==> src/rtl/aes_pkg.sv <==
`default_nettype none
// ============================================================================
// aes_pkg : AES-128 datapath widths and input_interface state encoding
// Rev 1.0
// ============================================================================
package aes_pkg;

    localparam int AES_BLOCK_W = 128;
    localparam int AES_BYTES   = 16;
    localparam int DATA_W      = 8;

    localparam logic [1:0] S_RECV_KEY  = 2'd0;
    localparam logic [1:0] S_RECV_TEXT = 2'd1;
    localparam logic [1:0] S_HOLD      = 2'd2;

    typedef enum logic [1:0] {
        ST_RECV_KEY  = S_RECV_KEY,
        ST_RECV_TEXT = S_RECV_TEXT,
        ST_HOLD      = S_HOLD
    } in_state_t;

endpackage
`default_nettype wire

==> src/rtl/input_interface_if.sv <==
`default_nettype none
// ============================================================================
// input_interface_if : byte stream in, assembled key/plaintext handshake out
// Rev 1.0
// ============================================================================
interface input_interface_if;
    import aes_pkg::*;

    logic [DATA_W-1:0]      data_in;
    logic                   data_valid;
    logic                   new_key;
    logic                   transformer_ack;
    logic                   input_ready;
    logic [AES_BLOCK_W-1:0] key;
    logic [AES_BLOCK_W-1:0] plaintext;
    logic                   data_loaded;
    logic                   key_valid;

    modport master (
        output data_in, data_valid, new_key, transformer_ack,
        input  input_ready, key, plaintext, data_loaded, key_valid
    );

    modport slave (
        input  data_in, data_valid, new_key, transformer_ack,
        output input_ready, key, plaintext, data_loaded, key_valid
    );

endinterface
`default_nettype wire

==> src/rtl/input_interface.sv <==
`default_nettype none
// ============================================================================
// input_interface : assembles a 128-bit key and plaintext from a byte stream,
//                   first byte in bits [127:120]; level-valid / pulse-ack out
// Rev 1.0
// ============================================================================
module input_interface #(
    parameter int BLOCK_BYTES = 16,
    parameter int DATA_W      = 8
) (
    input  wire                clk,
    input  wire                rst_,
    input_interface_if.slave   bus
);
    localparam int CNT_W = $clog2(BLOCK_BYTES);
    localparam logic [CNT_W-1:0] c_last_byte = CNT_W'(BLOCK_BYTES - 1);
    localparam int BLK_W = BLOCK_BYTES * DATA_W;

    aes_pkg::in_state_t state_q, state_d;
    logic [CNT_W-1:0]   cnt_q, cnt_d;
    logic               loaded_q, loaded_d;
    logic               kvalid_q, kvalid_d;
    logic [BLK_W-1:0]   key_q;
    logic [BLK_W-1:0]   pt_q;
    logic               w_accept;

    // Input is refused in HOLD, which also makes a same-cycle ack+byte drop the byte.
    assign w_accept = bus.data_valid && (state_q != aes_pkg::ST_HOLD);

    always_ff @(posedge clk) begin
        if (rst_) begin
            state_q  <= aes_pkg::ST_RECV_KEY;
            cnt_q    <= '0;
            loaded_q <= 1'b0;
            kvalid_q <= 1'b0;
        end else begin
            state_q  <= state_d;
            cnt_q    <= cnt_d;
            loaded_q <= loaded_d;
            kvalid_q <= kvalid_d;
        end
    end

    always_comb begin
        state_d  = state_q;
        cnt_d    = cnt_q;
        loaded_d = loaded_q;
        kvalid_d = kvalid_q;
        case (state_q)
            aes_pkg::ST_RECV_KEY: begin
                if (w_accept) begin
                    cnt_d = cnt_q + 1'b1;
                    if (cnt_q == c_last_byte) begin
                        state_d  = aes_pkg::ST_RECV_TEXT;
                        kvalid_d = 1'b1;
                    end
                end
            end
            aes_pkg::ST_RECV_TEXT: begin
                if (w_accept) begin
                    cnt_d = cnt_q + 1'b1;
                    if (cnt_q == c_last_byte) begin
                        state_d  = aes_pkg::ST_HOLD;
                        loaded_d = 1'b1;
                    end
                end
            end
            aes_pkg::ST_HOLD: begin
                if (bus.transformer_ack) begin
                    loaded_d = 1'b0;
                    state_d  = (bus.new_key || !kvalid_q) ? aes_pkg::ST_RECV_KEY
                                                          : aes_pkg::ST_RECV_TEXT;
                end
            end
            default: state_d = aes_pkg::ST_RECV_KEY;
        endcase
    end

    always_ff @(posedge clk) begin
        if (rst_) begin
            key_q <= '0;
        end else if (w_accept && state_q == aes_pkg::ST_RECV_KEY) begin
            key_q <= {key_q[BLK_W-DATA_W-1:0], bus.data_in};
        end
    end

    always_ff @(posedge clk) begin
        if (rst_) begin
            pt_q <= '0;
        end else if (w_accept && state_q == aes_pkg::ST_RECV_TEXT) begin
            pt_q <= {pt_q[BLK_W-DATA_W-1:0], bus.data_in};
        end
    end

    assign bus.input_ready = (state_q != aes_pkg::ST_HOLD);
    assign bus.key         = key_q;
    assign bus.plaintext   = pt_q;
    assign bus.data_loaded = loaded_q;
    assign bus.key_valid   = kvalid_q;

endmodule
`default_nettype wire

==> src/flat_wrapper.sv <==
// flat-port wrapper written by rule: the top's interface ports become plain ports
module input_interface_flat 
#(
    parameter int BLOCK_BYTES = 16,
    parameter int DATA_W      = 8
)
  (clk, rst_, bus_data_in, bus_data_valid, bus_new_key, bus_transformer_ack, bus_input_ready, bus_key, bus_plaintext, bus_data_loaded, bus_key_valid);
  input_interface_if bus_i ();
  input  wire clk;
  input  wire rst_;
  input wire logic [$bits(bus_i.data_in)-1:0] bus_data_in;
  input wire logic [$bits(bus_i.data_valid)-1:0] bus_data_valid;
  input wire logic [$bits(bus_i.new_key)-1:0] bus_new_key;
  input wire logic [$bits(bus_i.transformer_ack)-1:0] bus_transformer_ack;
  output wire logic [$bits(bus_i.input_ready)-1:0] bus_input_ready;
  output wire logic [$bits(bus_i.key)-1:0] bus_key;
  output wire logic [$bits(bus_i.plaintext)-1:0] bus_plaintext;
  output wire logic [$bits(bus_i.data_loaded)-1:0] bus_data_loaded;
  output wire logic [$bits(bus_i.key_valid)-1:0] bus_key_valid;
  assign bus_i.data_in = bus_data_in;
  assign bus_i.data_valid = bus_data_valid;
  assign bus_i.new_key = bus_new_key;
  assign bus_i.transformer_ack = bus_transformer_ack;
  assign bus_input_ready = bus_i.input_ready;
  assign bus_key = bus_i.key;
  assign bus_plaintext = bus_i.plaintext;
  assign bus_data_loaded = bus_i.data_loaded;
  assign bus_key_valid = bus_i.key_valid;
  input_interface #(.BLOCK_BYTES(BLOCK_BYTES), .DATA_W(DATA_W)) u_core (.clk(clk), .rst_(rst_), .bus(bus_i));
endmodule
==> config.mk <==
export PLATFORM = sky130hd
export DESIGN_NAME = input_interface_flat
export DESIGN_NICKNAME = d
export VERILOG_FILES = /design/src/rtl/aes_pkg.sv /design/src/rtl/input_interface_if.sv /design/src/rtl/input_interface.sv /design/src/flat_wrapper.sv
export SDC_FILE = /design/constraint.sdc
export NUM_CORES = 1
export LEC_CHECK = 0
export ABC_AREA = 0
export ABC_CLOCK_PERIOD_IN_PS = 3500
export CORE_MARGIN = 2
export CORE_UTILIZATION = 45
export DETAILED_ROUTE_END_ITERATION = 7
export GPL_TIMING_DRIVEN = 0
export PLACE_DENSITY_LB_ADDON = 0.05
export SLEW_MARGIN = 10
export SYNTH_ARGS = -nofsm -noshare
export SYNTH_HDL_FRONTEND = slang
export SYNTH_SLANG_ARGS = --single-unit
export TNS_END_PERCENT = 50
==> constraint.sdc <==
create_clock -name clk -period 3.5 [get_ports clk]
set_clock_uncertainty 0.1 [all_clocks]
set_input_delay 0.35 -clock clk [delete_from_list [all_inputs] [get_ports clk]]
set_output_delay 0.35 -clock clk [all_outputs]
set_load 0.02 [all_outputs]
==> results of run 1 <==
cell usage in the layout (no fill, tap or decap), drive strengths merged, types with 2 or more instances in the layout:
cell and n:
a21oi 259, buf 56, bufinv 2, clkbuf 72, clkdlybuf4s50 270, clkinv 7
dfxtp 264, inv 2, mux2i 2, nand2 513, nand3b 3, nand4 3
nor2 4, nor2b 2, nor3b 2
kinds of logic after synthesis:
family                   synth area share (%)
AND/OR/NAND/NOR                          22.3
multiplexers                            0.339
flip-flops                               57.2
XOR/XNOR                                0.190
buffers and inverters                    5.69
adder cells (fa/ha/maj)                 0.135
AO/OA/AOI/OAI                            14.1
state kept, by name, summed over array words and instances (netlist names):
name                    cells
u_core.cnt_q                4
u_core.state_q              2
u_core.bus.plaintext      128
u_core.bus.key_valid        1
u_core.bus.data_loaded      1
u_core.bus.key            128
metal layers:
metal / GRT usage [%] / routed length, microns / up-vias / share of wire (%)
met2: 38.0 / 12000 / 205 / 47
met5: 0 / 0 / - / 0
met1: 29.3 / 11100 / 3983 / 43
met4: 6.25 / 635 / 0 / 2.5
met3: 6.21 / 1850 / 41 / 7.2
li1: - / - / 4313 / -
synthesized netlist by cell type (all sizes together):
library cell / count / area [sq um]
nor2: 4 / 15.0
nand2: 513 / 1930
o41ai: 1 / 8.76
nand4: 3 / 18.8
dfxtp: 264 / 5290
mux2i: 2 / 20.0
nand3b: 3 / 22.5
xor2: 1 / 8.76
ha: 1 / 12.5
buf: 56 / 405
nand2b: 1 / 6.26
or2: 1 / 6.26
mux2: 1 / 11.3
or3: 1 / 6.26
nor3b: 2 / 20.0
inv: 1 / 3.75
a21oi: 259 / 1300
and3b: 1 / 8.76
xnor2: 1 / 8.76
or3b: 1 / 8.76
clkbuf: 31 / 116
nor2b: 2 / 12.5
nor3: 1 / 5.00
cell type report:
type | instances | share of cell area [%]
Timing Repair Buffer | 270 | 20.4
Inverter | 1 | 0.0284
Sequential cell | 264 | 39.9
Clock buffer | 41 | 6.43
Clock inverter | 11 | 0.841
Multi-Input combinational cell | 799 | 25.9
Tap cell | 270 | 2.55
Buffer | 87 | 3.94
worst paths after layout:
check                                          startpoint  slack [ns]  cells after the start                   endpoint
worst max-delay path                    u_core.state_q[0]        1.25                      2            bus_input_ready
worst max register to register          u_core.state_q[1]        1.90                      6        u_core.bus.key[105]
worst min-delay path                                 rst_        0.21                      3            u_core.cnt_q[3]
worst min register to register  u_core.bus.plaintext[123]        0.36                      2  u_core.bus.plaintext[123]
metrics by stage:
stage               power (uW)  instances
CTS                       6310       1743
detailed placement        3300       1691
global placement          3300       1691
global route              6460       1743
floorplan                 3220       1151
finish                    6260       1743
power groups by stage:
| stage | Sequential (uW) | Clock (uW) | Combinational [uW] |
|---|---|---|---|
| 3_5_place_dp | 3100 | 0 | 205 |
| 5_1_grt | 3030 | 3210 | 225 |
| 6_report | 3030 | 3020 | 204 |
| 3_3_place_gp | 3090 | 0 | 204 |
| 4_1_cts | 3030 | 3080 | 206 |
| 2_1_floorplan | 3110 | 0 | 115 |
critical path, stage by stage, from the launching register on:
cell and delay, ns:
dfxtp_1 0.47, nand2b_1 0.16, clkdlybuf4s50_1 0.64
==> flow_summary_export.csv, run 1 <==
group,metric,value,unit
drt,totalWireLength,25600,microns
power_and_ir_drop,p_comb_share,3.3,%
sta,slew_headroom,57.0,%
clocking,ctsLongestPathBuffers,3,
drt,vias_per_cell,4.90,
floorplanning,core_area,20200,sq um
floorplanning,die_area,21700,sq um
finish,fillers,1804,
clocking,htree_levels,1,
sta,worst_slack,1.25,ns
critical_path,critical_path_peak_fanout,9,
clocking,clkTransAtPathRegs,0.06,ns
critical_path,required,3.05,ns
critical_path,critical_path_class,"reg2out",
drt,ant_nets,0,
finish,n_antenna_cell,0,
drt,drc_errors,0,
sta,max_freq,445,MHz
logic_synthesis,syn_nets,1165,
sta,tightest_slew,0.645,ns
finish,multiInputGateArea,3420,sq um
clocking,cts_tree,"built",
logic_synthesis,synthDistinctLibCells,26,
min_path,hold_path_class,"in2reg",
power_and_ir_drop,power_density,473,nW/um^2
power_and_ir_drop,clkPwrFrac,48.3,%
drt,drtPass1Iterations,4,
floorplanning,dieHeight,147,microns
sta,min_period_over_period,64.2,%
placement,numPortBuffers,270,
floorplanning,pin_count,272,
floorplanning,die_x,147,microns
finish,drive_gt1_share,7.26,%
global_route,first_global_vias,8029,
placement,gp_congestion,0.799,
sta,setup_violations,0,
clocking,cts_made_buffers,28,
flow_run,drv_cap,0,
power_and_ir_drop,pwr-share-seq,48.4,%
logic_synthesis,synthesis.area,9230,sq um
power_and_ir_drop,netSwitchingFraction,21.4,%
power_and_ir_drop,p_int,4910,uW
finish,syn_to_final_growth,43.4,%
logic_synthesis,yosysSeqAreaShare,57.2,%
global_route,grt_max_degree,14,
sta,rsz0062_at_grt,"no",
finish,regArea,5290,sq um
global_route,grt_pass1_wl,40900,microns
logic_synthesis,avgSynthCellArea,8.02,sq um
logic_synthesis,synth-seq-cells,264,
status,status,"finished clean",
clocking,cts_resized,0,
sta,maxSlewViolCount,0,
floorplanning,start_util,45.8,%
sta,worst_hold_slack,0.206,ns
finish,fin_area,13200,sq um
finish,fin_util,65.6,%
power_and_ir_drop,ir_drop,464,uV
critical_path,crit_path_start_kind,"flop",
clocking,clock-sinks,264,
drt,vias,8542,
sta,fin_crit,2.25,ns
critical_path,end_kind,"primary output",
clocking,cts_setup_buffers,0,
placement,hpwl,18600,microns
global_route,overflow,0,
clocking,ctsHoldBuffers,0,
critical_path,arrival,1.80,ns
clocking,cts_root_buf,"clkbuf_16",
logic_synthesis,synth_cells,1151,
sta,tns,0,ns
power_and_ir_drop,p_leak,0.00440,uW
drt,drtIter0Drc,347,
floorplanning,num_rows,52,
sta,hold_viol_final,0,
clocking,clkLatencyLatePin,0.54,ns
placement,pre_cts_ws,1.36,ns
finish,finalNetCount,1465,
placement,dpl-instance-area,12300,sq um
global_route,grt_usage,22.8,%
power_and_ir_drop,p_sw,1340,uW
drt,wl_per_cell,14.7,microns
global_route,antenna_found_initial,0,
logic_synthesis,ys.warnings.count,0,
Note: power is estimated with default switching activity, not from simulation.
==> run 2: changes to the inputs <==
ABC_CLOCK_PERIOD_IN_PS = 2300   (was 3500)
clock period = 2.3 ns   (was 3.5 ns; I/O delays follow)
==> results of run 2 <==
The final DEF is identical to that of run 1. Status: finished clean.
Main changes from that run: setup slack after placement 1.36 ns -> 0.279 ns; setup slack after layout 1.25 ns -> 0.173 ns; hold slack 0.206 ns -> 0.0864 ns; register-to-register setup slack 1.90 ns -> 0.70 ns; total power 6260 uW -> 9520 uW; worst IR drop on VDD 464 uV -> 706 uV
